==> src/rtl/user_proj_gpio_pkg.sv <==
// rtl/user_proj_gpio_pkg.sv - shared register map, ID constant and irq indices
//
// Purpose: constants shared by the GPIO Wishbone block and its bench.
//   Register offsets are word offsets (wbs_adr_i[7:2]).
package user_proj_gpio_pkg;

  localparam logic [5:0] OFF_OUT       = 6'h00;  // 0x00
  localparam logic [5:0] OFF_OEB       = 6'h01;  // 0x04
  localparam logic [5:0] OFF_IN        = 6'h02;  // 0x08
  localparam logic [5:0] OFF_RISE_EN   = 6'h03;  // 0x0C
  localparam logic [5:0] OFF_FALL_EN   = 6'h04;  // 0x10
  localparam logic [5:0] OFF_RISE_PEND = 6'h05;  // 0x14
  localparam logic [5:0] OFF_FALL_PEND = 6'h06;  // 0x18
  localparam logic [5:0] OFF_ID        = 6'h07;  // 0x1C

  localparam logic [15:0] ID_MAGIC = 16'h6770;

  localparam int IRQ_RISE = 0;
  localparam int IRQ_FALL = 1;
  localparam int IRQ_ANY  = 2;

  // Expand the four byte enables into a 32-bit per-bit write mask.
  function automatic logic [31:0] sel_to_mask(input logic [3:0] sel);
    logic [31:0] m;
    for (int b = 0; b < 4; b++) m[b*8 +: 8] = {8{sel[b]}};
    return m;
  endfunction

endpackage

==> src/rtl/gpio_sync_edge.sv <==
// rtl/gpio_sync_edge.sv - pad synchroniser with rise/fall edge detect
//
// Purpose: two-flop synchroniser followed by a history flop per channel.
// Ports:
//   i_clk, i_rst_n    clock, synchronous active-low reset
//   i_pad   [W-1:0]   asynchronous pad inputs
//   o_sync  [W-1:0]   synchronised level (second flop)
//   o_rise  [W-1:0]   synchronised level went 0->1 this cycle
//   o_fall  [W-1:0]   synchronised level went 1->0 this cycle
module gpio_sync_edge #(
  parameter int W = 20
) (
  input  logic         i_clk,
  input  logic         i_rst_n,
  input  logic [W-1:0] i_pad,
  output logic [W-1:0] o_sync,
  output logic [W-1:0] o_rise,
  output logic [W-1:0] o_fall
);

  logic [W-1:0] r_s1;
  logic [W-1:0] r_s2;
  logic [W-1:0] r_hist;

  always_ff @(posedge i_clk) begin
    if (!i_rst_n) begin
      r_s1   <= '0;
      r_s2   <= '0;
      r_hist <= '0;
    end else begin
      r_s1   <= i_pad;
      r_s2   <= r_s1;
      r_hist <= r_s2;
    end
  end

  assign o_sync = r_s2;
  assign o_rise = r_s2 & ~r_hist;
  assign o_fall = ~r_s2 & r_hist;

endmodule

==> src/rtl/user_proj_gpio_wb.sv <==
// rtl/user_proj_gpio_wb.sv - Wishbone GPIO block with edge interrupts
//
// Purpose: NCH-channel GPIO with output, output-enable, synchronised input,
//   per-channel rise/fall detection into sticky W1C pending registers and
//   three registered interrupt lines.
// Ports:
//   wb_clk_i, wb_rst_ni            clock, synchronous active-low reset
//   wbs_cyc/stb/we/sel/adr/dat_i   Wishbone classic slave request
//   wbs_ack_o, wbs_dat_o           registered acknowledge and read data
//   io_in                          asynchronous pad inputs
//   io_out, io_oeb                 pad drive value and output-enable-bar
//   irq[2:0]                       rise-any, fall-any, either
module user_proj_gpio_wb
  import user_proj_gpio_pkg::*;
#(
  parameter int          NCH      = 20,
  parameter logic [31:0] BASE_ADR = 32'h3000_0000
) (
  input  logic           wb_clk_i,
  input  logic           wb_rst_ni,
  input  logic           wbs_cyc_i,
  input  logic           wbs_stb_i,
  input  logic           wbs_we_i,
  input  logic [3:0]     wbs_sel_i,
  input  logic [31:0]    wbs_adr_i,
  input  logic [31:0]    wbs_dat_i,
  output logic           wbs_ack_o,
  output logic [31:0]    wbs_dat_o,
  input  logic [NCH-1:0] io_in,
  output logic [NCH-1:0] io_out,
  output logic [NCH-1:0] io_oeb,
  output logic [2:0]     irq
);

  localparam logic [7:0] NCH_B = 8'(NCH);

  logic           r_ack;
  logic [31:0]    r_dat;
  logic [NCH-1:0] r_out;
  logic [NCH-1:0] r_oeb;
  logic [NCH-1:0] r_rise_en;
  logic [NCH-1:0] r_fall_en;
  logic [NCH-1:0] r_rise_pend;
  logic [NCH-1:0] r_fall_pend;
  logic [2:0]     r_irq;

  logic [NCH-1:0] w_sync;
  logic [NCH-1:0] w_rise;
  logic [NCH-1:0] w_fall;
  logic           w_req;
  logic           w_hit;
  logic           w_wr;
  logic [5:0]     w_off;
  logic [NCH-1:0] w_bmask;
  logic [NCH-1:0] w_wbits;
  logic [NCH-1:0] w_rise_clr;
  logic [NCH-1:0] w_fall_clr;
  logic [31:0]    w_rd;
  logic [31:0]    w_sel_mask;
  logic           w_unused;

  gpio_sync_edge #(.W(NCH)) u_sync (
    .i_clk   (wb_clk_i),
    .i_rst_n (wb_rst_ni),
    .i_pad   (io_in),
    .o_sync  (w_sync),
    .o_rise  (w_rise),
    .o_fall  (w_fall)
  );

  // The ack flop masks the request in the ack cycle, so a held stb gives
  // one ack every second cycle.
  assign w_req      = wbs_cyc_i & wbs_stb_i & ~r_ack;
  assign w_hit      = (wbs_adr_i[31:8] == BASE_ADR[31:8]);
  assign w_wr       = w_req & w_hit & wbs_we_i;
  assign w_off      = wbs_adr_i[7:2];
  assign w_sel_mask = sel_to_mask(wbs_sel_i);
  assign w_bmask    = w_sel_mask[NCH-1:0];
  assign w_wbits    = wbs_dat_i[NCH-1:0] & w_bmask;
  assign w_rise_clr = (w_wr && w_off == OFF_RISE_PEND) ? w_wbits : '0;
  assign w_fall_clr = (w_wr && w_off == OFF_FALL_PEND) ? w_wbits : '0;

  // Bits at NCH and above, address bits [1:0] and the upper byte-mask bits
  // have no storage behind them.
  assign w_unused = &{1'b0, wbs_adr_i[1:0], wbs_dat_i, w_sel_mask};

  always_comb begin
    w_rd = '0;
    case (w_off)
      OFF_OUT:       w_rd[NCH-1:0] = r_out;
      OFF_OEB:       w_rd[NCH-1:0] = r_oeb;
      OFF_IN:        w_rd[NCH-1:0] = w_sync;
      OFF_RISE_EN:   w_rd[NCH-1:0] = r_rise_en;
      OFF_FALL_EN:   w_rd[NCH-1:0] = r_fall_en;
      OFF_RISE_PEND: w_rd[NCH-1:0] = r_rise_pend;
      OFF_FALL_PEND: w_rd[NCH-1:0] = r_fall_pend;
      OFF_ID:        w_rd = {ID_MAGIC, 8'd0, NCH_B};
      default:       w_rd = '0;
    endcase
  end

  always_ff @(posedge wb_clk_i) begin
    if (!wb_rst_ni) begin
      r_ack       <= 1'b0;
      r_dat       <= '0;
      r_out       <= '0;
      r_oeb       <= '1;
      r_rise_en   <= '0;
      r_fall_en   <= '0;
      r_rise_pend <= '0;
      r_fall_pend <= '0;
      r_irq       <= '0;
    end else begin
      r_ack <= w_req;
      r_dat <= (w_req && w_hit && !wbs_we_i) ? w_rd : '0;
      if (w_wr) begin
        case (w_off)
          OFF_OUT:     r_out     <= (r_out     & ~w_bmask) | w_wbits;
          OFF_OEB:     r_oeb     <= (r_oeb     & ~w_bmask) | w_wbits;
          OFF_RISE_EN: r_rise_en <= (r_rise_en & ~w_bmask) | w_wbits;
          OFF_FALL_EN: r_fall_en <= (r_fall_en & ~w_bmask) | w_wbits;
          default: ;
        endcase
      end
      // Set wins over a simultaneous W1C on the same bit.
      r_rise_pend <= (r_rise_pend & ~w_rise_clr) | (w_rise & r_rise_en);
      r_fall_pend <= (r_fall_pend & ~w_fall_clr) | (w_fall & r_fall_en);
      r_irq[IRQ_RISE] <= |r_rise_pend;
      r_irq[IRQ_FALL] <= |r_fall_pend;
      r_irq[IRQ_ANY]  <= (|r_rise_pend) | (|r_fall_pend);
    end
  end

  assign wbs_ack_o = r_ack;
  assign wbs_dat_o = r_dat;
  assign io_out    = r_out;
  assign io_oeb    = r_oeb;
  assign irq       = r_irq;

endmodule

==> config.mk <==
export PLATFORM = sky130hd
export DESIGN_NAME = user_proj_gpio_wb
export DESIGN_NICKNAME = d
export VERILOG_FILES = /design/src/rtl/user_proj_gpio_pkg.sv /design/src/rtl/gpio_sync_edge.sv /design/src/rtl/user_proj_gpio_wb.sv
export SDC_FILE = /design/constraint.sdc
export NUM_CORES = 1
export LEC_CHECK = 0
export CAP_MARGIN = 10
export CORE_MARGIN = 1.5
export CORE_UTILIZATION = 40
export DETAILED_ROUTE_END_ITERATION = 8
export GPL_ROUTABILITY_DRIVEN = 0
export PLACE_DENSITY_LB_ADDON = 0.05
export SKIP_CTS_REPAIR_TIMING = 1
export SLEW_MARGIN = 20
export SYNTH_ARGS = -nofsm -noshare
export SYNTH_HDL_FRONTEND = slang
export SYNTH_SLANG_ARGS = --single-unit
export TNS_END_PERCENT = 10
==> constraint.sdc <==
create_clock -name wb_clk_i -period 3.2 [get_ports wb_clk_i]
set_clock_uncertainty 0.2 [all_clocks]
set_input_delay 0.64 -clock wb_clk_i [delete_from_list [all_inputs] [get_ports wb_clk_i]]
set_output_delay 0.64 -clock wb_clk_i [all_outputs]
set_load 0.02 [all_outputs]
==> impl_metrics.yaml <==
status:
  status: "finished, final reports clean"
worst_hold_path:
  min_to: "u_sync.o_sync[10]"
  hold_path.class: "reg2reg"
  hold_depth: 1
  hold_start: "u_sync.r_s1[10]"
pwr:
  p_leak_nw: 4.14
  p_per_area_mw_per_mm2: 467
  peakVddDrop_v: 0.000298
setup_path:
  path_delay_family: "simple AND/OR/NAND/NOR gates"
  slowest_stage: "or4_1"
  end_kind: "flip-flop"
  r2r_slack_ns: 1.17
  path_cells: "clkdlybuf4s50_1 > or4_1 > nor2_2 > buf_4 > a22oi_1 > a31oi_1"
  rr_worst_depth: 4
  worst-path-buf-inv: 2
  r2r_end: "irq[2]"
  cp.arrival_ns: 2.72
  cp_max_fo: 6
  reg2reg_from: "r_fall_pend[5]"
  crit_required_ns: 3.43
  worstSetupStartpoint: "wbs_adr_i[7]"
  critPathMaxStageDelay_ns: 0.66
  critPathKind: "in2reg"
  startpoint_type: "input port"
drt:
  route.detailed.drc: 0
  avgViaCountPerCell: 5.32
  vias: 6986
  wire_per_inst_um: 18.4
  ant_nets: 0
  drtIter0Drc: 509
  firstDrtPassIters: 7
  wl_mm: 24.1
synth:
  seq_area_frac_synth: 0.475
  ys_seq_elements: 205
  async_flop_share: 0
  synth_top_cell_by_area: "dfxtp_1"
  netlist.area_leader.share: 0.475
  synth_edf_count: 0
  synth_area_leaders: "dfxtp_1 48%, mux2i_1 9.7%, nand2_1 5.2%"
  syn_area_mm2: 0.00864
  ys.flop_type: "dfxtp_1"
  ys_warn_count: 0
  synth_cells: 862
  syn_area_per_cell_um2: 10.0
  synth.distinct_cells: 45
floorplanning:
  core_mm2: 0.0211
  dieArea_mm2: 0.0225
  io-pin-count: 169
  die_h_um: 150
  rows: 53
  initial_core_util: 0.410
  die_x_um: 150
finish:
  fill_cells: 1915
  post-route-cell-area_mm2: 0.0113
  antennaDiodeCount: 0
  layout_commonest_cell: "dfxtp_1"
  area_delta_synth_final_pct: 31.1
  utilization: 0.537
  final_cell_mix: "205 x dfxtp_1, 148 x clkdlybuf4s50_1, 119 x nand2_1"
  drive_above_1_share: 0.109
  finalNetCount: 1117
sta:
  rsz0062_at_grt: "no"
  clock.fmax_mhz: 400
  fin_tns_setup_ns: 0
  worst_pin_slew_ns: 0.585
  timing.hold.ws_ns: 0.231
  setup_viol: 0
  layout_min_cycle_time_ns: 2.50
  hold_violations: 0
  max_slew_margin: 0.606
  fin_crit_sh: 0.780
  maxSlewViolCount: 0
grt:
  grt_pass1_vias: 6595
  track_usage: 0.214
  antenna_found_initial: 0
  use_met3: 0.0341
  gr-usage-met1: 0.291
  met2_usage: 0.358
  grt_max_degree: 135
  grt_pass1_wl_mm: 37.2
  gr-total-overflow: 0
  busiest_layer: "met2"
placement:
  io_buffers: 149
  dpl_cell_area_mm2: 0.0107
  dp_hpwl_mm: 16.4
cts:
  clkTransAtPathRegs_ns: 0.06
  cts_buffers: 22
  root_buffer: "clkbuf_16"
  cts_max_level: 1
  tritoncts: "yes"
  clockBufferDepth: 3
  cts.sinks: 205
  clkLatencyLatePin_ns: 0.51
job:
  drv_cap: 0
stage by stage:
step	cells	setup WS, ns	power, W
6_report	1313	0.702	0.00528
5_1_grt	1313	0.663	0.00547
4_1_cts	1313	0.706	0.00534
3_5_place_dp	1275	0.198	0.00295
3_3_place_gp	1275	0.237	0.00295
2_1_floorplan	865	0.864	0.00279
synthesized netlist by cell type (21+ instances only):
cell type and number:
dfxtp_1 205, mux2i_1 84, and3b_1 21, nand2b_1 22, a22oi_1 38, and2_1 65, nand2_1 119, a41oi_1 22
nand3b_1 21, a31oi_1 36, nor2b_1 61, clkbuf_1 35
worst max path at each step:
| stage | slack (ns) | cells past startpoint | end |
|---|---|---|---|
| 2_1_floorplan | 0.86 | 5 | flip-flop |
| 3_3_place_gp | 0.24 | 6 | wbs_dat_o[0] |
| 3_5_place_dp | 0.20 | 6 | wbs_dat_o[0] |
| 4_1_cts | 0.71 | 1 | wbs_dat_o[22] |
| 5_1_grt | 0.66 | 1 | wbs_dat_o[22] |
| 6_report | 0.70 | 6 | wbs_dat_o[0] |
power breakdown:
| group | leakage [nW] | total [W] | switching [W] | internal (W) |
|---|---|---|---|---|
| Combinational | 2.15 | 0.000297 | 0.000142 | 0.000155 |
| Sequential | 1.66 | 0.00260 | 0.0000150 | 0.00258 |
| Clock | 0.325 | 0.00239 | 0.00101 | 0.00138 |
| Total | 4.14 | 0.00528 | 0.00117 | 0.00412 |
area by class of cell:
type	count	area (um2)	share of cell area
sequential	205	4100	0.362
inverter	1	3.75	0.000331
multi-input combinational	600	4260	0.376
clock inverter	7	73.8	0.00652
clock buffer	31	594	0.0525
timing repair buffer	194	1940	0.172
tap	275	344	0.0304
worst register-to-register path, delay by kind of cell (launching register included):
family / cells / cell delay (ns)
flip-flops: 1 / 0.34
AO/OA/AOI/OAI: 1 / 0.25
AND/OR/NAND/NOR: 3 / 1.11
cell families after synthesis:
logic type / count (synthesis) / share of synthesized area
multiplexers: 92 / 0.108
buffers and inverters: 60 / 0.0327
AO/OA/AOI/OAI: 141 / 0.118
AND/OR/NAND/NOR: 363 / 0.266
flip-flops: 205 / 0.475
other: 1 / 0.000434
layer usage:
layer | share of wire | vias up
li1 | - | 3403
met1 | 0.46 | 3345
met2 | 0.46 | 205
met3 | 0.054 | 33
met4 | 0.017 | 0
met5 | 0 | -
No activity file was read; power rests on OpenSTA's default activity.
